--- src/rtl/xadac_vrequant.sv ---
// xadac_vrequant: requantizes a vector of signed SumWidth-bit accumulators to
// signed ElemWidth-bit elements, one element per cycle, using a rounding
// arithmetic right shift followed by saturation. One transaction in flight.
module xadac_vrequant #(
    parameter int VecLen    = 8,
    parameter int SumWidth  = 32,
    parameter int ElemWidth = 8
) (
    input  logic                          clk,
    input  logic                          rst,
    input  logic                          req_valid,
    output logic                          req_ready,
    input  logic [3:0]                    req_id,
    input  logic [$clog2(VecLen+1)-1:0]   req_vlen,
    input  logic [4:0]                    req_shift,
    input  logic [4:0]                    req_vd_addr,
    input  logic [VecLen*SumWidth-1:0]    req_vs_data,
    output logic                          rsp_valid,
    input  logic                          rsp_ready,
    output logic [3:0]                    rsp_id,
    output logic [4:0]                    rsp_vd_addr,
    output logic [VecLen*ElemWidth-1:0]   rsp_vd_data,
    output logic                          rsp_vd_write,
    output logic                          rsp_sat
);
    localparam int LenW = $clog2(VecLen + 1);

    // Saturation bounds expressed in the widened (SumWidth+1) domain.
    localparam logic signed [SumWidth:0] ELEM_MAX =
        {{(SumWidth - ElemWidth + 2){1'b0}}, {(ElemWidth - 1){1'b1}}};
    localparam logic signed [SumWidth:0] ELEM_MIN =
        {{(SumWidth - ElemWidth + 2){1'b1}}, {(ElemWidth - 1){1'b0}}};

    typedef enum logic [1:0] {
        IDLE = 2'd0,
        BUSY = 2'd1,
        DONE = 2'd2
    } state_t;

    state_t                         state_r;
    state_t                         state_nxt_s;
    logic [3:0]                     id_r;
    logic [4:0]                     vd_addr_r;
    logic [4:0]                     shift_r;
    logic [VecLen*SumWidth-1:0]     vs_r;
    logic [LenW-1:0]                vlen_r;
    logic [LenW-1:0]                cnt_r;
    logic [VecLen*ElemWidth-1:0]    data_r;
    logic                           sat_r;

    logic [LenW-1:0]                vlen_clamp_s;
    logic                           last_s;
    logic signed [SumWidth-1:0]     x_s;
    logic signed [SumWidth:0]       xe_s;
    logic signed [SumWidth:0]       rnd_s;
    logic signed [SumWidth:0]       r_s;
    logic [ElemWidth:0]             q_s;

    // Clamp to the representable element range; MSB flags that clamping occurred.
    function automatic logic [ElemWidth:0] sat_elem(input logic signed [SumWidth:0] v);
        logic [ElemWidth:0] res;
        if (v > ELEM_MAX) begin
            res = {1'b1, ELEM_MAX[ElemWidth-1:0]};
        end else if (v < ELEM_MIN) begin
            res = {1'b1, ELEM_MIN[ElemWidth-1:0]};
        end else begin
            res = {1'b0, v[ElemWidth-1:0]};
        end
        return res;
    endfunction

    // Limit the requested element count to the vector length.
    always_comb begin
        vlen_clamp_s = req_vlen;
        if (req_vlen > LenW'(VecLen)) begin
            vlen_clamp_s = LenW'(VecLen);
        end else begin
            vlen_clamp_s = req_vlen;
        end
    end

    // Round-and-shift of the current element, widened by one bit so the
    // rounding addend can never overflow.
    always_comb begin
        x_s   = vs_r[cnt_r*SumWidth +: SumWidth];
        xe_s  = {x_s[SumWidth-1], x_s};
        rnd_s = '0;
        r_s   = xe_s;
        if (shift_r == 5'd0) begin
            r_s = xe_s;
        end else begin
            rnd_s = $signed({{SumWidth{1'b0}}, 1'b1} << (shift_r - 5'd1));
            r_s   = (xe_s + rnd_s) >>> shift_r;
        end
        q_s    = sat_elem(r_s);
        last_s = (cnt_r == (vlen_r - {{(LenW-1){1'b0}}, 1'b1}));
    end

    // State register.
    always_ff @(posedge clk) begin
        if (rst) begin
            state_r <= IDLE;
        end else begin
            state_r <= state_nxt_s;
        end
    end

    // Next-state logic.
    always_comb begin
        state_nxt_s = state_r;
        case (state_r)
            IDLE: begin
                if (req_valid) begin
                    if (vlen_clamp_s == '0) begin
                        state_nxt_s = DONE;
                    end else begin
                        state_nxt_s = BUSY;
                    end
                end else begin
                    state_nxt_s = IDLE;
                end
            end
            BUSY: begin
                if (last_s) begin
                    state_nxt_s = DONE;
                end else begin
                    state_nxt_s = BUSY;
                end
            end
            DONE: begin
                if (rsp_ready) begin
                    state_nxt_s = IDLE;
                end else begin
                    state_nxt_s = DONE;
                end
            end
            default: state_nxt_s = IDLE;
        endcase
    end

    // Capture the request on acceptance and accumulate results while busy.
    always_ff @(posedge clk) begin
        if (rst) begin
            id_r      <= 4'd0;
            vd_addr_r <= 5'd0;
            shift_r   <= 5'd0;
            vs_r      <= '0;
            vlen_r    <= '0;
            cnt_r     <= '0;
            data_r    <= '0;
            sat_r     <= 1'b0;
        end else begin
            case (state_r)
                IDLE: begin
                    if (req_valid) begin
                        id_r      <= req_id;
                        vd_addr_r <= req_vd_addr;
                        shift_r   <= req_shift;
                        vs_r      <= req_vs_data;
                        vlen_r    <= vlen_clamp_s;
                        cnt_r     <= '0;
                        data_r    <= '0;
                        sat_r     <= 1'b0;
                    end
                end
                BUSY: begin
                    data_r[cnt_r*ElemWidth +: ElemWidth] <= q_s[ElemWidth-1:0];
                    sat_r <= sat_r | q_s[ElemWidth];
                    cnt_r <= cnt_r + {{(LenW-1){1'b0}}, 1'b1};
                end
                DONE: begin
                    sat_r <= sat_r;
                end
                default: begin
                    cnt_r <= '0;
                end
            endcase
        end
    end

    assign req_ready    = (state_r == IDLE);
    assign rsp_valid    = (state_r == DONE);
    assign rsp_vd_write = (state_r == DONE);
    assign rsp_id       = id_r;
    assign rsp_vd_addr  = vd_addr_r;
    assign rsp_vd_data  = data_r;
    assign rsp_sat      = sat_r;

endmodule
--- config.mk ---
export PLATFORM = sky130hd
export DESIGN_NAME = xadac_vrequant
export DESIGN_NICKNAME = d
export VERILOG_FILES = /design/src/rtl/xadac_vrequant.sv
export SDC_FILE = /design/constraint.sdc
export NUM_CORES = 1
export LEC_CHECK = 0
export ABC_AREA = 1
export CORE_MARGIN = 8
export CORE_UTILIZATION = 30
export CTS_CLUSTER_DIAMETER = 80
export DETAILED_ROUTE_END_ITERATION = 6
export PLACE_DENSITY_LB_ADDON = 0.2
export SYNTH_ARGS = -nofsm -noshare
export SYNTH_HDL_FRONTEND = slang
export SYNTH_SLANG_ARGS = --single-unit
--- constraint.sdc ---
create_clock -name clk -period 5.2 [get_ports clk]
set_input_delay 0.78 -clock clk [delete_from_list [all_inputs] [get_ports clk]]
set_output_delay 0.78 -clock clk [all_outputs]
set_load 0.05 [all_outputs]
== After elaboration in Yosys (flattened, before gate mapping) ==
Cells that the tools add are included.

* Flip-flop bits (word level): 345
* Latch bits: 0
* Memory bits (writable): 0
* Bits in read-only memories: 0
* Input port bits: 278
* Output and inout port bits: 77
* Logic and storage cells: 51
* Memories kept: 0

* $add $sub $neg: 5
* $mul: 0
* Divide/modulo/power cells: 0
* Magnitude comparators: 3
* Equality and inequality tests: 4
* Shifts and indexed selects: 5
* Mux-type cells: 16
* Bitwise gates (word level): 2
* Reduce and logical (&&, ||, !) cells: 7

{| class="wikitable"
|+ Operators by type and width
! kind !! count
|-
| 256-bit by 10-bit variable part select with 32-bit output || 1
|-
| 64-bit one-hot mux with 2 select lines || 1
|-
| 64-bit bitwise mux || 1
|-
| 64-bit two-way mux || 1
|-
| 8-bit by 34-bit variable shift with 64-bit output, first input constant || 1
|-
| 8-bit by 34-bit variable part select with 64-bit output || 1
|-
| 7-bit negator with 34-bit output || 1
|-
| 32-bit by 33-bit adder with 33-bit output || 1
|-
| 33-bit by 8-bit greater-than comparator with 1-bit output, second input constant || 1
|-
| 33-bit by 8-bit < comparator with 1-bit output, second input constant || 1
|-
| 33-bit two-way mux || 1
|-
| 1-bit by 5-bit left shift with 33-bit output, first input constant || 1
|-
| 33-bit by 5-bit >>> shifter with 33-bit output || 1
|-
| 9-bit two-way mux || 2
|-
| 4-bit one-hot mux with 3 select lines || 1
|-
| 2-bit two-way mux || 4
|-
| 4-bit two-way mux || 2
|-
| 2-bit one-hot mux with 3 select lines || 1
|-
| 2-bit AND reduction || 3
|-
| 5-bit zero test || 1
|-
| 5-bit by 1-bit subtractor with 5-bit output, second input constant || 1
|-
| 4-bit by 1-bit adder with 4-bit output, second input constant || 1
|-
| 4-bit == test || 1
|-
| 4-bit greater-than comparator, second input constant || 1
|-
| other kinds (11) || 11
|}

== Longest topological paths before layout ==
Gate-level depths: netlist of run 1.

* Depth in word-level cells: 11
* Mapped depth: 41
* Mapped depth without buffers: 39

== Worst setup path before layout of run 1 ==
Ideal clock, no wire load.

* Path type: reg-to-reg
* Start: register cnt_r[0]
* End: register data_r[18], in the netlist rsp_vd_data[18]
* Library setup time: 0.132 ns
* Data arrival time: 4.431 ns
* Required time: 5.068 ns
* Slack: 0.637 ns
* Stages on the path, launching flop included: 36
* Buffers on the path: 5
* Clock period less this slack: 4.563 ns
* Cell sequence: dfxtp_1 > inv_2 > buf_4 > buf_2 > clkbuf_1 > buf_2 > buf_2 > o21ai_0 > o221ai_1 > o211ai_1 > inv_1 > ha_1 > inv_1 > fa_1 > inv_1 > nand3_1 > nand2_2 > nand2_1 > nand2_2 > nand2_1 > nand2_2 > nand2_2 > nand2_1 > nand2_2 > nand2_2 > inv_2 > o21ai_2 > inv_1 > nor3b_1 > nand2_1 > nor2_1 > nand2_2 > nand2_8 > nand2_4 > nand4_1 > a21oi_1

* Word-level cells in the longest chain between the ends: 10
* Elaborated cells on any way between the ends: 13
* Those cells by class: add/sub: 2; order compare: 2; shift: 4; mux: 5

{| class="wikitable"
|+ RTL lines
! element !! RTL line !! RTL
|-
| from (decl) || 47 || <nowiki>logic [LenW-1:0] cnt_r;</nowiki>
|-
| from (signal assigned) || 169 || <nowiki>cnt_r <= cnt_r + {{(LenW-1){1'b0}}, 1'b1};</nowiki>
|-
| 256-bit by 10-bit variable part select with 32-bit output || 85 || <nowiki>x_s = vs_r[cnt_r*SumWidth +: SumWidth];</nowiki>
|-
| 32-bit by 33-bit adder with 33-bit output || 93 || <nowiki>r_s = (xe_s + rnd_s) >>> shift_r;</nowiki>
|-
| 33-bit by 5-bit >>> shifter with 33-bit output || 93 ||
|-
| 33-bit two-way mux || 89 || <nowiki>if (shift_r == 5'd0) begin</nowiki>
|-
| 33-bit by 8-bit < comparator with 1-bit output || 64 || <nowiki>end else if (v < ELEM_MIN) begin</nowiki>
|-
| 9-bit two-way mux || 64 ||
|-
| 9-bit two-way mux || 62 || <nowiki>if (v > ELEM_MAX) begin</nowiki>
|-
| 8-bit by 34-bit variable part select with 64-bit output || 167 || <nowiki>data_r[cnt_r*ElemWidth +: ElemWidth] <= q_s[ElemWidth-1:0];</nowiki>
|-
| 64-bit bitwise mux (*) || 167 ||
|-
| 64-bit one-hot mux with 2 select lines (*) || 153 || <nowiki>case (state_r)</nowiki>
|-
| to (signal, indexed assignment) || 167 ||
|-
| to (decl) || 48 || <nowiki>logic [VecLen*ElemWidth-1:0] data_r;</nowiki>
|}

Mark *: on every way between the ends. The rest lies on a longest branch, timed or not.
A chain may end at the register's enable or synchronous reset.

== Worst setup path in the final report of run 1 ==
* Start: register cnt_r[0]
* End: register data_r[45], in the netlist rsp_vd_data[45]

The elaborated chain is that of the path after synthesis.

==> results.md, run 1 <==
- Die width: 274 microns
- Final ANT Viol Nets: 0
- Wirelength per Cell: 19.9 microns
- Tot GR Track Use: 22.4%
- Worst setup margin: 0.295 ns
- GP Congestion: 1.04
- Max Transition Viols Final: 0
- Synth Register Bits: 345
- Synth Area per Inst: 6.21 sq um
- Yosys top cell by area: dfxtp_1
- Area growth, synth to finish: 33.0%
- DRT Pass-1 Iters: 5
- Final setup violation count: 0
- Fin. Hold Viols: 0
- GR Overflow Total: 0
- Core Area: 0.0657 sq mm
- Share of layout cells above drive strength 1: 8.92%
- Share of power burned in registers: 35.1%
- Max_slew headroom: 25.0%
- DIE HEIGHT: 274 microns
- Type of the most critical hold path: flop to flop
- Slew @ Worst Pin: 1.13 ns
- TritonCTS Buffers: 41
- Final clock period utilization by the worst path: 94.3%
- Crit path top cell by count: nand2_1
- Syn Std Cell Area: 0.0199 sq mm
- Combinational share of power: 30.0%
- HPWL after DPL: 65200 microns
- Max Fclk: 204 MHz
- I/O pin count: 355
- Critical path endpoint category: flop
- Worst-path fanout max: 19
- Initial Util: 30.3%
- Vias per cell: 5.07
- Final #Nets: 3839
- Worst Clk Skew: 0.0262 ns
- Routed WL: 88100 microns
- Switch share: 35.1%
- Maxcap violations: 0
- Pre-CTS setup slack: 0.151 ns
- H-tree depth: 2
- Int Pwr: 5.46 mW
- Leakage power: 11.6 nW
- Sw Pwr: 2.95 mW
- Critical Path Max Stage Delay: 0.39 ns
- Core Util, Final: 40.3%
- Port bufs: 354
- Residual DRC: 0
- Largest net degree at the start of global routing: 262
- Clock Path Buffers: 3
- Slowest cell on the critical path: dfxtp_4
- Synth cell types: 49
- Maximum vdd drop: 0.209 mV
- # rows: 94
- Startpoint Class: flop
- Crit Path Category: flop to flop
- Clock Power Share: 34.9%
- Sequential element share of the synthesized area: 34.6%
- Top_reg_cell synth: dfxtp_1
- Antenna violations before repair: 12
- Post-Syn Nets: 3523
- Die area: 0.0750 sq mm
- Final Power: 8.41 mW
- Vias in the first global route: 21500
- Async set-reset flop share out of synthesis: 0%
- Synth Warn #: 0
- Synth top area share: 34.6%
- DP Cell Count: 4331
- Largest cells by area after synthesis: dfxtp_1 35%, nor2_1 15%, nand2_1 11%, o21ai_0 11%, nand3_1 5.6%
- Placed cell area: 0.0247 sq mm
- Initial DRC Count: 1931
- First-pass GRT wire length: 132000 microns
- Fin cells: 4423
- Design area: 0.0265 sq mm
- Routed vias: 22400
- Post-synth EDFFs: 0
- Critical Path AT: 5.39 ns
- Final Critical Period: 4.90 ns
- Post-Syn Instances: 3208
- Outcome: complete, no violations
- Crit path required time: 5.69 ns
- Clock latency on the worst-skew pair: 0.59 ns
- Power per cell area: 317 mW/mm^2
- Clock Sinks: 345
- CTS tree: yes
- Worst-path clk slew: 0.06 ns
- Root Buffer: clkbuf_16
==> state kept, by name (all words and copies together) (netlist names) <==
signal	count
rsp_id	4
state_r	2
cnt_r	4
rsp_vd_data	64
rsp_sat	1
rsp_vd_addr	5
shift_r	5
vlen_r	4
vs_r	256
==> cell type report <==
class	instances	area [sq um]
antenna	4	10.0
sequential	345	6910
clock buffer	61	1190
inverter	216	833
multi-input combinational	2446	11700
tap	864	1080
timing repair buffer	474	4650
fill	7069	39200
clock inverter	13	173
==> metrics by stage <==
step | hold slack [ns] | setup TNS (ns)
4_1_cts | 0.466 | 0
5_1_grt | 0.483 | -1.98
6_report | 0.463 | 0
2_1_floorplan | 0.472 | 0
3_5_place_dp | 0.457 | 0
3_3_place_gp | 0.454 | 0
==> critical path: cells and delay by family, from the launching register on <==
family	cells	cell delay [ns]
AO/OA/AOI/OAI	5	1.03
adder cells (fa/ha/maj)	1	0.39
buffers and inverters	4	0.58
flip-flops	1	0.39
AND/OR/NAND/NOR	23	2.38
==> power groups by stage <==
| stage | Combinational (mW) | Clock [mW] | Sequential [mW] |
|---|---|---|---|
| after floorplan | 1.41 | 0 | 3.00 |
| after global placement | 2.41 | 0 | 3.01 |
| after detailed placement | 2.40 | 0 | 3.00 |
| after CTS | 2.41 | 2.99 | 2.95 |
| after global routing | 2.76 | 3.10 | 2.97 |
| final | 2.53 | 2.93 | 2.95 |
==> layout by cell type (no fill, tap or decap), types with 8 or more instances in the layout <==
cell,n
nand2_2,35
o21ai_1,8
nand4_1,44
o21ai_0,418
nand3_2,12
nor2_1,791
o221ai_1,27
o22ai_1,22
o211ai_1,23
a21oi_1,106
nand3_1,219
buf_12,11
nand2_1,589
dfxtp_1,342
nor2_2,20
clkbuf_16,44
clkbuf_1,12
nand2_4,8
inv_1,200
clkdlybuf4s50_1,353
ha_1,27
buf_4,101
==> repair_timing <==
item	CTS	global route
resized for setup	0	76
setup endpoints to repair	0	57
buffers inserted	0	12
hold buffers	0	0
==> cell families (layout without fill, tap and decap cells) <==
logic type	Yosys count	in the layout	synth area share, %
and+or+nand+nor	1750	1750	36.5
AOI/OAI and AO/OA	647	647	17.6
buffers and inverters	417	764	8.28
DFF	345	345	34.6
adders and majority gates	37	37	2.36
xor gates and xnor gates	12	12	0.527
other	0	4	0
==> final timing paths <==
kind	start	to	slack, ns	depth (start not counted)
setup / recovery	cnt_r[0]$_SDFFE_PP0P_	rsp_vd_data[45]$_SDFFE_PP0P_	0.30	33
hold / removal	rsp_vd_data[13]$_SDFFE_PP0P_	rsp_vd_data[13]$_SDFFE_PP0P_	0.46	2
setup reg to reg	cnt_r[0]$_SDFFE_PP0P_	rsp_vd_data[45]$_SDFFE_PP0P_	0.30	33
hold reg to reg	rsp_vd_data[13]$_SDFFE_PP0P_	rsp_vd_data[13]$_SDFFE_PP0P_	0.46	2
==> synth_stat cells, types with 2 or more instances <==
master	n
xnor2_1	6
o21ai_1	4
o22ai_1	29
o221ai_1	29
nor4_2	2
o21ai_0	423
o211a_1	6
buf_2	41
nor2_1	802
buf_4	8
xor2_1	6
nand4_1	44
nand3_2	8
dfxtp_1	345
buf_1	16
nand3_1	224
nor2_2	11
a31oi_1	7
and2_1	2
a21oi_1	113
o21bai_1	2
nand3b_1	5
nor3_1	6
nand2_1	594
a22oi_1	6
ha_1	36
or2_2	4
inv_2	8
clkbuf_1	135
nor2_4	2
clkinv_1	5
and3_1	2
o211ai_1	23
nand2_4	8
nand2_2	30
inv_1	203
==> routing by layer <==
layer	GRT usage (%)	wire length [microns]
met5	0	109
met4	5.41	1900
met3	5.41	6540
met2	36.0	40200
met1	30.1	39400
No activity file was read; power rests on OpenSTA's default activity.
==> run 2, diff against run 1 <==
CORE_MARGIN = 5   (was 8)
CTS_CLUSTER_SIZE = 12   (was unset)
==> results.md, run 2 (same netlist as run 1, synthesis figures left out) <==
- I/O pin count: 355 (unchanged)
- Maxcap violations: 0 (unchanged)
- Max Fclk: 203 MHz (-0.30%)
- Clock latency on the worst-skew pair: 0.55 ns (-0.04 ns)
- Crit path top cell by count: nand2_1
- H-tree depth: 2 (unchanged)
- Commonest non-fill, non-tap cell in the layout: nor2_1
- Final clock period utilization by the worst path: 94.6% (+0.28 points)
- # rows: 94 (unchanged)
- Clock Power Share: 29.2% (-5.7 points)
- Total negative setup slack: 0 ns (unchanged)
- Residual DRC: 0 (unchanged)
- GP Congestion: 0.989 (-4.7%)
- Switch share: 35.7% (+0.64 points)
- Type of the most critical hold path: flop to flop
- Final ANT Viol Nets: 0 (unchanged)
- Port bufs: 354 (unchanged)
- Die width: 268 microns (-2.2%)
- Flop2flop setup slack: 0.28 ns (about the same)
- Largest register FFs: 256 (unchanged)
- Sw Pwr: 2.75 mW (-6.8%)
- Outcome: complete, no violations
- Root Buffer: clkbuf_16
- Hold path start: rsp_vd_data[28]$_SDFFE_PP0P_
- Slew @ Worst Pin: 1.10 ns (-0.0223 ns)
- Wirelength per Cell: 19.7 microns (-1.3%)
- Clock Sinks: 345 (unchanged)
- Critical path endpoint category: flop
- GR Overflow Total: 0 (unchanged)
- Power per cell area: 296 mW/mm^2 (-6.7%)
- Cts hold-fix bufs: 0 (unchanged)
- HPWL after DPL: 63400 microns (-2.8%)
- Routed vias: 22400 (+0.085%)
- Core Util, Final: 39.5% (-0.87 points)
- Final setup violation count: 0 (unchanged)
- Antenna violations before repair: 14 (+2)
- Slowest cell on the critical path: dfxtp_4
- Combinational share of power: 32.5% (+2.5 points)
- FF+latch area: 0.00692 sq mm (about the same)
- WHS Endpoint: rsp_vd_data[28]$_SDFFE_PP0P_
- FF-to-FF Start: cnt_r[0]$_SDFFE_PP0P_
- Worst Hold Path Cells: 2 (unchanged)
- Tot GR Track Use: 22.7% (+0.31 points)
- Routed WL: 86300 microns (-2.1%)
- Worst Clk Skew: 0.0214 ns (-0.00485 ns)
- Maximum vdd drop: 0.227 mV (+8.8%)
- TritonCTS Buffers: 35 (-15%)
- Core Area: 0.0659 sq mm (+0.18%)
- Initial Util: 30.3% (-0.054 points)
- Final #Nets: 3829 (-0.26%)
- Fin. Hold Viols: 0 (unchanged)
- Leakage power: 11.4 nW (-1.7%)
- Max Transition Viols Final: 0 (unchanged)
- Worst reg2reg endpoint: rsp_vd_data[52]$_SDFFE_PP0P_
- Footprint of the multi-input gates: 0.0116 sq mm (-0.76%)
- Startpoint Class: flop
- Critical Path Max Stage Delay: 0.43 ns (+0.04 ns)
- Vias in the first global route: 21000 (-2.4%)
- Die area: 0.0717 sq mm (-4.3%)
- DIE HEIGHT: 268 microns (-2.2%)
- Area growth, synth to finish: 30.4%
- Crit Path Category: flop to flop
- Commonest cells after routing, fill and taps aside: 790 x nor2_1, 589 x nand2_1, 416 x o21ai_0
- Worst-path clk slew: 0.06 ns (about the same)
- Final Power: 7.69 mW (-8.5%)
- CTS tree: yes
- Clock Path Buffers: 3 (unchanged)
- Critical Path AT: 5.32 ns (-0.07 ns)
- Largest net degree at the start of global routing: 261 (-0.38%)
- Worst-path fanout max: 34 (+15)
- Crit path required time: 5.60 ns (-0.09 ns)
- Int Pwr: 4.94 mW (-9.4%)
- Max_slew headroom: 26.5% (+1.5 points)
- Cells on worst reg2reg path: 32 (-3.0%)
- Share of layout cells above drive strength 1: 7.85% (-1.1 points)
- Share of power burned in registers: 38.3% (+3.2 points)
- DRT Pass-1 Iters: 5 (unchanged)
- Final Critical Period: 4.92 ns (+0.0147 ns)
- Worst hold slack: 0.465 ns (+0.00223 ns)
- Initial DRC Count: 1891 (-2.1%)
- First-pass GRT wire length: 128000 microns (-3.0%)
- Largest Register: vs_r
- Fill cells: 7139 (+0.99%)
- Vias per cell: 5.11 (+0.86%)
## run 2: layout make-up
type | instances | share of cell area (%)
repair buffers | 470 | 17.9
inverters | 216 | 3.20
multi-input cells | 2446 | 44.5
clock buffers | 36 | 3.38
diodes | 9 | 0.0866
flip-flops and latches | 345 | 26.6
clock inverters | 3 | 0.101
well taps | 864 | 4.16
## run 2: through the flow
step	instance area (sq um)	cells	setup WS [ns]
2_1_floorplan	19900	3208	0.637
3_3_place_gp	24600	4323	0.156
3_5_place_dp	24600	4323	0.147
4_1_cts	25500	4362	0.121
5_1_grt	26000	4385	-0.0201
6_report	26000	4389	0.281
## run 2: worst max-delay path by stage
stage,startpoint,endpoint,slack [ns],cells after the start
2_1_floorplan,cnt_r[0]$_SDFFE_PP0P_,rsp_vd_data[18]$_SDFFE_PP0P_,0.64,35
3_3_place_gp,shift_r[0]$_SDFFE_PP0P_,rsp_vd_data[9]$_SDFFE_PP0P_,0.16,36
3_5_place_dp,shift_r[0]$_SDFFE_PP0P_,rsp_vd_data[17]$_SDFFE_PP0P_,0.15,34
4_1_cts,shift_r[0]$_SDFFE_PP0P_,rsp_vd_data[52]$_SDFFE_PP0P_,0.12,34
5_1_grt,cnt_r[0]$_SDFFE_PP0P_,rsp_vd_data[19]$_SDFFE_PP0P_,-0.02,33
6_report,cnt_r[0]$_SDFFE_PP0P_,rsp_vd_data[52]$_SDFFE_PP0P_,0.28,32
## run 2: worst max-delay path, delay by kind of cell (launching register included)
| family | cells | cell delay (ns) |
|---|---|---|
| AO/OA/AOI/OAI | 6 | 0.96 |
| flip-flops | 1 | 0.43 |
| AND/OR/NAND/NOR | 20 | 2.44 |
| buffers and inverters | 5 | 0.54 |
| adder cells (fa/ha/maj) | 1 | 0.36 |
## run 2: per-layer routing
metal  GRT usage [%]  wire [microns]
met1            31.2           38700
met5               0              55
met2            37.0           39700
met4            5.96            2120
met3            4.33            5710
## run 2: power by group through the flow
| stage | sequential (mW) | clock, mW | combinational [mW] |
|---|---|---|---|
| floorplan | 3.00 | 0 | 1.41 |
| global route | 2.96 | 2.38 | 2.73 |
| CTS | 2.94 | 2.30 | 2.40 |
| detailed placement | 3.00 | 0 | 2.39 |
| finish | 2.95 | 2.25 | 2.50 |
| global placement | 3.00 | 0 | 2.40 |
## run 2: what timing repair did
action	4_1_cts	5_1_grt
gates resized for setup	0	63
endpoints found under the setup margin	0	57
buffers inserted	0	15
==> run 3, diff against run 2 <==
SKIP_CTS_REPAIR_TIMING = 1   (was unset)
==> results of run 3 <==
No change in the layout: final DEF, timing and power equal those of run 2.
